==> src/rtl/mem_access_ctrl.sv <==
`default_nettype none
// ============================================================================
// Module   : mem_access_ctrl
// Purpose  : Single-outstanding memory access controller sitting between an
//            instruction-fetch / load-store requester and a synchronous-read
//            memory. Each accepted request walks IDLE -> ISSUE -> WAIT -> RESP.
//            Loads capture the memory read data into the instruction register
//            (fetch) or the memory data register (data load). Illegal accesses
//            take the same path and latency but never touch the memory and
//            come back with resp_err set.
// Revision : 1.0 - initial release
// ----------------------------------------------------------------------------
// Parameters
//   DATA_WIDTH : data word width (default 32)
//   ADDR_WIDTH : byte address width (default 32); MSB=1 data region,
//                MSB=0 instruction region
// Ports
//   clk, rst_n          : rising-edge clock, asynchronous active-low reset
//   req_valid/req_ready : request handshake (ready only in IDLE)
//   req_fetch, req_wr   : access kind (fetch / store)
//   req_addr, req_wr_data : request address and store data
//   resp_valid/resp_ready : response handshake, resp_err flags rejection
//   mem_chip_sel, mem_addr, mem_wr_data, mem_wr_en : memory command side
//   mem_rd_data         : memory read data, one cycle after the address
//   instr_reg, mem_data_reg : load destination registers
// Configuration macro
//   MEM_ACCESS_ALIGN_CHECK_EN : when defined, a non-word-aligned address
//                               (req_addr[1:0] != 0) is also illegal
// ============================================================================
module mem_access_ctrl #(
  parameter int DATA_WIDTH = 32,
  parameter int ADDR_WIDTH = 32
) (
  input  logic                  clk,
  input  logic                  rst_n,
  input  logic                  req_valid,
  output logic                  req_ready,
  input  logic                  req_fetch,
  input  logic                  req_wr,
  input  logic [ADDR_WIDTH-1:0] req_addr,
  input  logic [DATA_WIDTH-1:0] req_wr_data,
  output logic                  resp_valid,
  input  logic                  resp_ready,
  output logic                  resp_err,
  output logic                  mem_chip_sel,
  output logic [ADDR_WIDTH-1:0] mem_addr,
  output logic [DATA_WIDTH-1:0] mem_wr_data,
  output logic                  mem_wr_en,
  input  logic [DATA_WIDTH-1:0] mem_rd_data,
  output logic [DATA_WIDTH-1:0] instr_reg,
  output logic [DATA_WIDTH-1:0] mem_data_reg
);

  typedef enum logic [1:0] {
    S_IDLE  = 2'd0,
    S_ISSUE = 2'd1,
    S_WAIT  = 2'd2,
    S_RESP  = 2'd3
  } state_t;

  state_t                state_q,   state_d;
  logic                  fetch_q,   fetch_d;
  logic                  wr_q,      wr_d;
  logic                  illegal_q, illegal_d;
  logic [ADDR_WIDTH-1:0] addr_q,    addr_d;
  logic [DATA_WIDTH-1:0] wdata_q,   wdata_d;
  logic [DATA_WIDTH-1:0] instr_q,   instr_d;
  logic [DATA_WIDTH-1:0] mdr_q,     mdr_d;

  logic w_accept;
  logic w_region_data;
  logic w_misalign;
  logic w_illegal;

  assign w_accept      = req_valid && (state_q == S_IDLE);
  assign w_region_data = req_addr[ADDR_WIDTH-1];

`ifdef MEM_ACCESS_ALIGN_CHECK_EN
  assign w_misalign = |req_addr[1:0];
`else
  assign w_misalign = 1'b0;
`endif

  // Fetches must target the instruction region and may never write;
  // stores must target the data region. Data loads may read either region.
  assign w_illegal = (req_fetch && w_region_data)
                   || (req_fetch && req_wr)
                   || (!req_fetch && req_wr && !w_region_data)
                   || w_misalign;

  // --------------------------------------------------------------------------
  // Next-state and output logic
  // --------------------------------------------------------------------------
  always_comb begin
    state_d   = state_q;
    fetch_d   = fetch_q;
    wr_d      = wr_q;
    illegal_d = illegal_q;
    addr_d    = addr_q;
    wdata_d   = wdata_q;
    instr_d   = instr_q;
    mdr_d     = mdr_q;

    req_ready    = 1'b0;
    resp_valid   = 1'b0;
    resp_err     = 1'b0;
    mem_chip_sel = 1'b0;
    mem_wr_en    = 1'b0;

    unique case (state_q)
      S_IDLE: begin
        req_ready = 1'b1;
        if (w_accept) begin
          fetch_d   = req_fetch;
          wr_d      = req_wr;
          illegal_d = w_illegal;
          addr_d    = req_addr;
          wdata_d   = req_wr_data;
          state_d   = S_ISSUE;
        end
      end

      S_ISSUE: begin
        mem_chip_sel = !illegal_q;
        // Single-cycle write strobe: the memory commits the store on the
        // ISSUE->WAIT edge, WAIT only keeps the chip selected.
        mem_wr_en    = !illegal_q && wr_q;
        state_d      = S_WAIT;
      end

      S_WAIT: begin
        mem_chip_sel = !illegal_q;
        // Read data presented during ISSUE is valid now; capture on exit.
        if (!illegal_q && !wr_q) begin
          if (fetch_q) begin
            instr_d = mem_rd_data;
          end else begin
            mdr_d = mem_rd_data;
          end
        end
        state_d = S_RESP;
      end

      S_RESP: begin
        resp_valid = 1'b1;
        resp_err   = illegal_q;
        if (resp_ready) begin
          state_d = S_IDLE;
        end
      end

      default: begin
        state_d = S_IDLE;
      end
    endcase
  end

  // --------------------------------------------------------------------------
  // State registers
  // --------------------------------------------------------------------------
  always_ff @(posedge clk or negedge rst_n) begin
    if (!rst_n) begin
      state_q   <= S_IDLE;
      fetch_q   <= 1'b0;
      wr_q      <= 1'b0;
      illegal_q <= 1'b0;
      addr_q    <= '0;
      wdata_q   <= '0;
      instr_q   <= '0;
      mdr_q     <= '0;
    end else begin
      state_q   <= state_d;
      fetch_q   <= fetch_d;
      wr_q      <= wr_d;
      illegal_q <= illegal_d;
      addr_q    <= addr_d;
      wdata_q   <= wdata_d;
      instr_q   <= instr_d;
      mdr_q     <= mdr_d;
    end
  end

  // Memory address/data follow the latched request so they hold their last
  // value outside ISSUE/WAIT; chip select and write enable gate their use.
  assign mem_addr     = addr_q;
  assign mem_wr_data  = wdata_q;
  assign instr_reg    = instr_q;
  assign mem_data_reg = mdr_q;

endmodule
`default_nettype wire

==> config.mk <==
export PLATFORM = sky130hd
export DESIGN_NAME = mem_access_ctrl
export DESIGN_NICKNAME = d
export VERILOG_FILES = /design/src/rtl/mem_access_ctrl.sv
export SDC_FILE = /design/constraint.sdc
export NUM_CORES = 1
export LEC_CHECK = 0
export CAP_MARGIN = 20
export CORE_MARGIN = 5
export CORE_UTILIZATION = 35
export DETAILED_ROUTE_END_ITERATION = 8
export PLACE_DENSITY_LB_ADDON = 0.3
export SLEW_MARGIN = 20
export SYNTH_ARGS = -nofsm -noshare
export SYNTH_HDL_FRONTEND = slang
export SYNTH_SLANG_ARGS = --single-unit
export TNS_END_PERCENT = 30
==> constraint.sdc <==
create_clock -name clk -period 1.82 [get_ports clk]
set_input_delay 0.546 -clock clk [delete_from_list [all_inputs] [get_ports clk]]
set_output_delay 0.546 -clock clk [all_outputs]
set_load 0.02 [all_outputs]
Word-level counts from Yosys, hierarchy flattened
Index checks and enable logic that the tools add are counted.
{ "totals": {"reg_bits": 133, "word_cells": 41, "output_inout_bits": 133} }
{ "op_classes": {"n_eq_ne": 5, "reduce_logical": 19, "n_mux": 8, "n_bitwise": 1} }
{ "ops": {"columns": ["operator", "n"], "rows": [
  ["2-bit one-hot mux with 4 select lines", 1],
  ["1-bit logical AND", 7],
  ["3-bit AND reduction", 2],
  ["1-bit two-way mux", 5],
  ["2-bit == test (second input constant)", 2],
  ["1-bit logical NOT", 4],
  ["2-bit two-way mux", 2],
  ["2-bit != test (second input constant)", 2],
  ["2-bit AND reduction", 2],
  ["2-bit by 1-bit == test with 1-bit output (second input constant)", 1],
  ["2-bit logical NOT", 1],
  ["1-bit logical OR", 2],
  ["2-bit OR reduction", 1],
  ["1-bit NOT", 1]
]} }

Logic depth before layout (Yosys ltp)
{ "depth": {"ltp_word": 4, "ltp_mapped": 7, "ltp_nobuf": 5} }

Worst setup path after synthesis
OpenSTA, ideal clock, no wires.
{ "synth_path": {"path_type": "register to register", "start": "reg state_q[0]", "end": "reg wdata_q[14], in the netlist mem_wr_data[14]", "t_arrival_ps": 1640, "setup_slack_ps": 55, "period_less_slack_ps": 1765, "path_stages_with_launch": 7, "required_ps": 1695, "cell_sequence": "dfrtp_1 > inv_1 > ha_1 > nand2_1 > buf_2 > buf_2 > mux2_2"} }
{ "synth_via": {"elab_chain_len": 3} }
{ "synth_rtl": {"columns": ["item", "line", "text"], "rows": [
  ["start, declared", "61", "state_t state_q, state_d;"],
  ["start signal, assigned", "172", "state_q <= state_d;"],
  ["2-bit logical NOT (*)", "75, 110", null],
  ["1-bit logical AND", "75", "assign w_accept = req_valid && (state_q == S_IDLE);"],
  ["2-bit AND reduction (no line) (*)", null, null],
  ["end signal, assigned", "177", "wdata_q <= wdata_d;"],
  ["end, declared", "66", "logic [DATA_WIDTH-1:0] wdata_q, wdata_d;"]
]} }
Mark *: on every way between the ends. The rest lies on a longest branch, timed or not.
A chain may end at the register's enable or synchronous reset.

Final worst setup path
{ "layout_path": {"start": "reg state_q[1]", "end": "out mem_chip_sel"} }
{ "layout_via": {"elab_chain_len": 3, "word_cells_on_any_way": 4} }
{ "layout_rtl": {"columns": ["item", "line", "text"], "rows": [
  ["2-bit == test / 2-bit by 1-bit == test with 1-bit output (equally long branches)", "110", "unique case (state_q)"],
  ["2-bit OR reduction (no line) (*)", null, null],
  ["1-bit two-way mux (*)", null, null],
  ["end, declared", "45", "output logic mem_chip_sel,"]
]} }
Marked as above.

==> flow_summary.yaml <==
run_status:
  status: "finished with violations"
  violations: "setup timing"
clock_tree:
  clockBufferDepth: 2
  tritoncts.num_buffers: 17
  tritoncts: "yes"
  clk_pin_slew_ns: 0.05
  clockRootBuffer: "clkbuf_16"
  numClockSinks: 133
  clk_latency_ns: 0.40
  cts-htree-levels: 4
route:
  drtAntennaViolNets: 0
  via_count: 3484
  remaining_drc_errors: 0
  routed_wl_mm: 13.0
  drt-initial-drc-count: 80
  routedWlPerCell_um: 17.2
  dr.pass1.iters: 3
  via_per_inst: 4.59
global_route:
  grt_pass1_wl_mm: 19.7
  gr-usage-all-layers_pct: 15.0
  grt_pass1_vias: 3842
  grt.overflow.total: 0
  grt_max_degree: 68
  antenna_found_initial: 0
worst_setup_path:
  r2r-start: "state_q[0]"
  path_max_fanout: 3
  r2r_cells: 7
  cp.arrival_ns: 1.36
  critPathKind: "reg2out"
  rrSetupSlack_ns: 0.06
  required_ns: 1.27
  end_kind: "primary output"
  startpoint_type: "register"
  worstReg2RegEnd: "instr_reg[0]"
finish:
  fin_cells: 759
  syn_to_final_growth_pct: 63.6
  final_nets: 670
  final_cell_mix: "dfrtp_1 (133), dlygate4sd2_1 (128), mux2_2 (124)"
  final_common_cell: "dfrtp_1"
  fillCellCount: 1173
  post_route_cells_drive_above_1_share_pct: 33.2
  antenna_cells: 0
power_and_ir_drop:
  power_density_mw_per_mm2: 1890
  clkPwrFrac_pct: 21.1
  total_leakage_power_nw: 3.77
  finalPower_w: 0.0157
  vdd_ir_drop_max_v: 0.000757
  p_sw_w: 0.00562
  power.internal_w: 0.0101
  swShare_pct: 35.7
  combPwrFrac_pct: 45.8
  seq_power_share_pct: 33.1
floorplanning:
  row_count: 44
  die_h_um: 131
  dieArea_sq_mm: 0.0170
  start_util_pct: 35.4
  pin_count: 235
  die_w_um: 131
  core_sq_mm: 0.0144
sta:
  fin_skew_ns: 0.00435
  period_minus_slack_ns: 1.91
  rsz0062_at_grt: "true"
  tightest_slew_ns: 0.358
  drv_slew: 0
  hold_viol_final: 0
  setup_slack_ns: -0.0887
  max_slew_margin_pct: 76.2
  whs_ns: 0.484
  clock.fmax_mhz: 524
  fin_crit_sh_pct: 105
  setup_viol: 3
job:
  drv_cap: 0
hold_path:
  hold_path_depth: 1
  holdPathEnd: "instr_reg[11]"
  hold_start: "instr_reg[11]"
  hp-class: "reg2reg"
placed_design:
  dp.cells: 721
  dpl.hpwl_mm: 9.48
  post-place-ws_ns: -0.169
  place_congestion: 0.752
  io_buffers: 234
synth:
  ys_warn_count: 0
  synth_nets: 407
  syn_area_sq_mm: 0.00508
  synth_cell_type_count: 16
  ys_ff_latch: 133
  yosysSeqAreaShare_pct: 65.5
  avgSynthCellArea_sq_um: 16.9
  syn-instance-count: 300
power by group through the flow:
stage	logic [W]	registers, W	clock network [W]
2_1_floorplan	0.00220	0.00707	0
3_3_place_gp	0.00799	0.00524	0
3_5_place_dp	0.00812	0.00532	0
4_1_cts	0.00714	0.00523	0.00342
5_1_grt	0.00770	0.00543	0.00356
6_report	0.00721	0.00521	0.00332
metrics by stage:
step | instance area, sq um | util [%] | setup TNS [ns]
global route | 8320 | 57.9 | -0.604
finish | 8320 | 57.9 | -0.212
global placement | 7750 | 54.0 | -1.75
floorplan | 5080 | - | 0
CTS | 8200 | 57.1 | -1.27
detailed placement | 7750 | 54.0 | -3.91
metal layers:
metal | global-route usage [%] | share of wire [%] | vias to the layer above
li1 | - | - | 1597
met3 | 6.54 | 9.9 | 25
met4 | 6.65 | 2.6 | 0
met5 | 0 | 0 | -
met2 | 24.1 | 49 | 147
met1 | 17.6 | 39 | 1715
repair_timing:
| item | 4_1_cts | 5_1_grt |
|---|---|---|
| endpoints found under the setup margin | 145 | 68 |
| pin swaps | 1 | 1 |
| endpoints found under the hold margin | 5 | 0 |
| resized for setup | 159 | 8 |
| setup buffers | 0 | 3 |
| cloned | 0 | 3 |
| hold buffers | 1 | 0 |
synth_stat cells:
cell      instances  area, sq um
nand2_1           3         11.3
ha_1              5         62.6
mux2i_1           2         20.0
mux2_1            7         78.8
nor2b_1           1         6.26
nor4b_4           1         23.8
buf_6             6         67.6
nor4bb_1          1         10.0
nor2_1            2         7.51
o22ai_1           1         6.26
inv_1             4         15.0
mux2_2          124         1400
dfrtp_1         133         3330
buf_2             8         40.0
and2_1            1         6.26
o21ai_0           1         5.00
critical path: stages, from the launching register on:
cell and delay, ns:
dfrtp_1 0.37, inv_2 0.07, ha_4 0.26, nor2b_4 0.14, buf_6 0.13
kinds of logic (layout without fill, tap and decap cells):
| logic type | after synthesis | in the layout | share of synthesized area, % |
|---|---|---|---|
| and+or+nand+nor | 9 | 9 | 1.28 |
| DFF | 133 | 133 | 65.5 |
| muxes | 133 | 133 | 29.4 |
| adders and majority gates | 5 | 5 | 1.23 |
| AOI/OAI and AO/OA | 2 | 2 | 0.221 |
| buffers and inverters | 18 | 293 | 2.41 |
how the worst max path moves through the flow:
stage / cells past startpoint / endpoint / start / slack (ns)
after floorplan: 6 / mem_wr_data[14] / state_q[0] / 0.06
after global placement: 4 / mem_chip_sel / state_q[1] / -0.14
after detailed placement: 4 / mem_chip_sel / state_q[1] / -0.17
after CTS: 4 / mem_chip_sel / state_q[1] / -0.13
after global routing: 4 / mem_chip_sel / state_q[1] / -0.16
final: 4 / mem_chip_sel / state_q[1] / -0.09
final cells by class:
class | count | area (sq um) | area share, %
multi-input cells | 149 | 1700 | 20.5
repair buffers | 258 | 2470 | 29.7
inverters | 4 | 15.0 | 0.181
clock buffers | 21 | 440 | 5.30
clock inverters | 10 | 133 | 1.59
flip-flops and latches | 133 | 3330 | 40.0
well taps | 184 | 230 | 2.77
No activity file was read; power rests on OpenSTA's default activity.
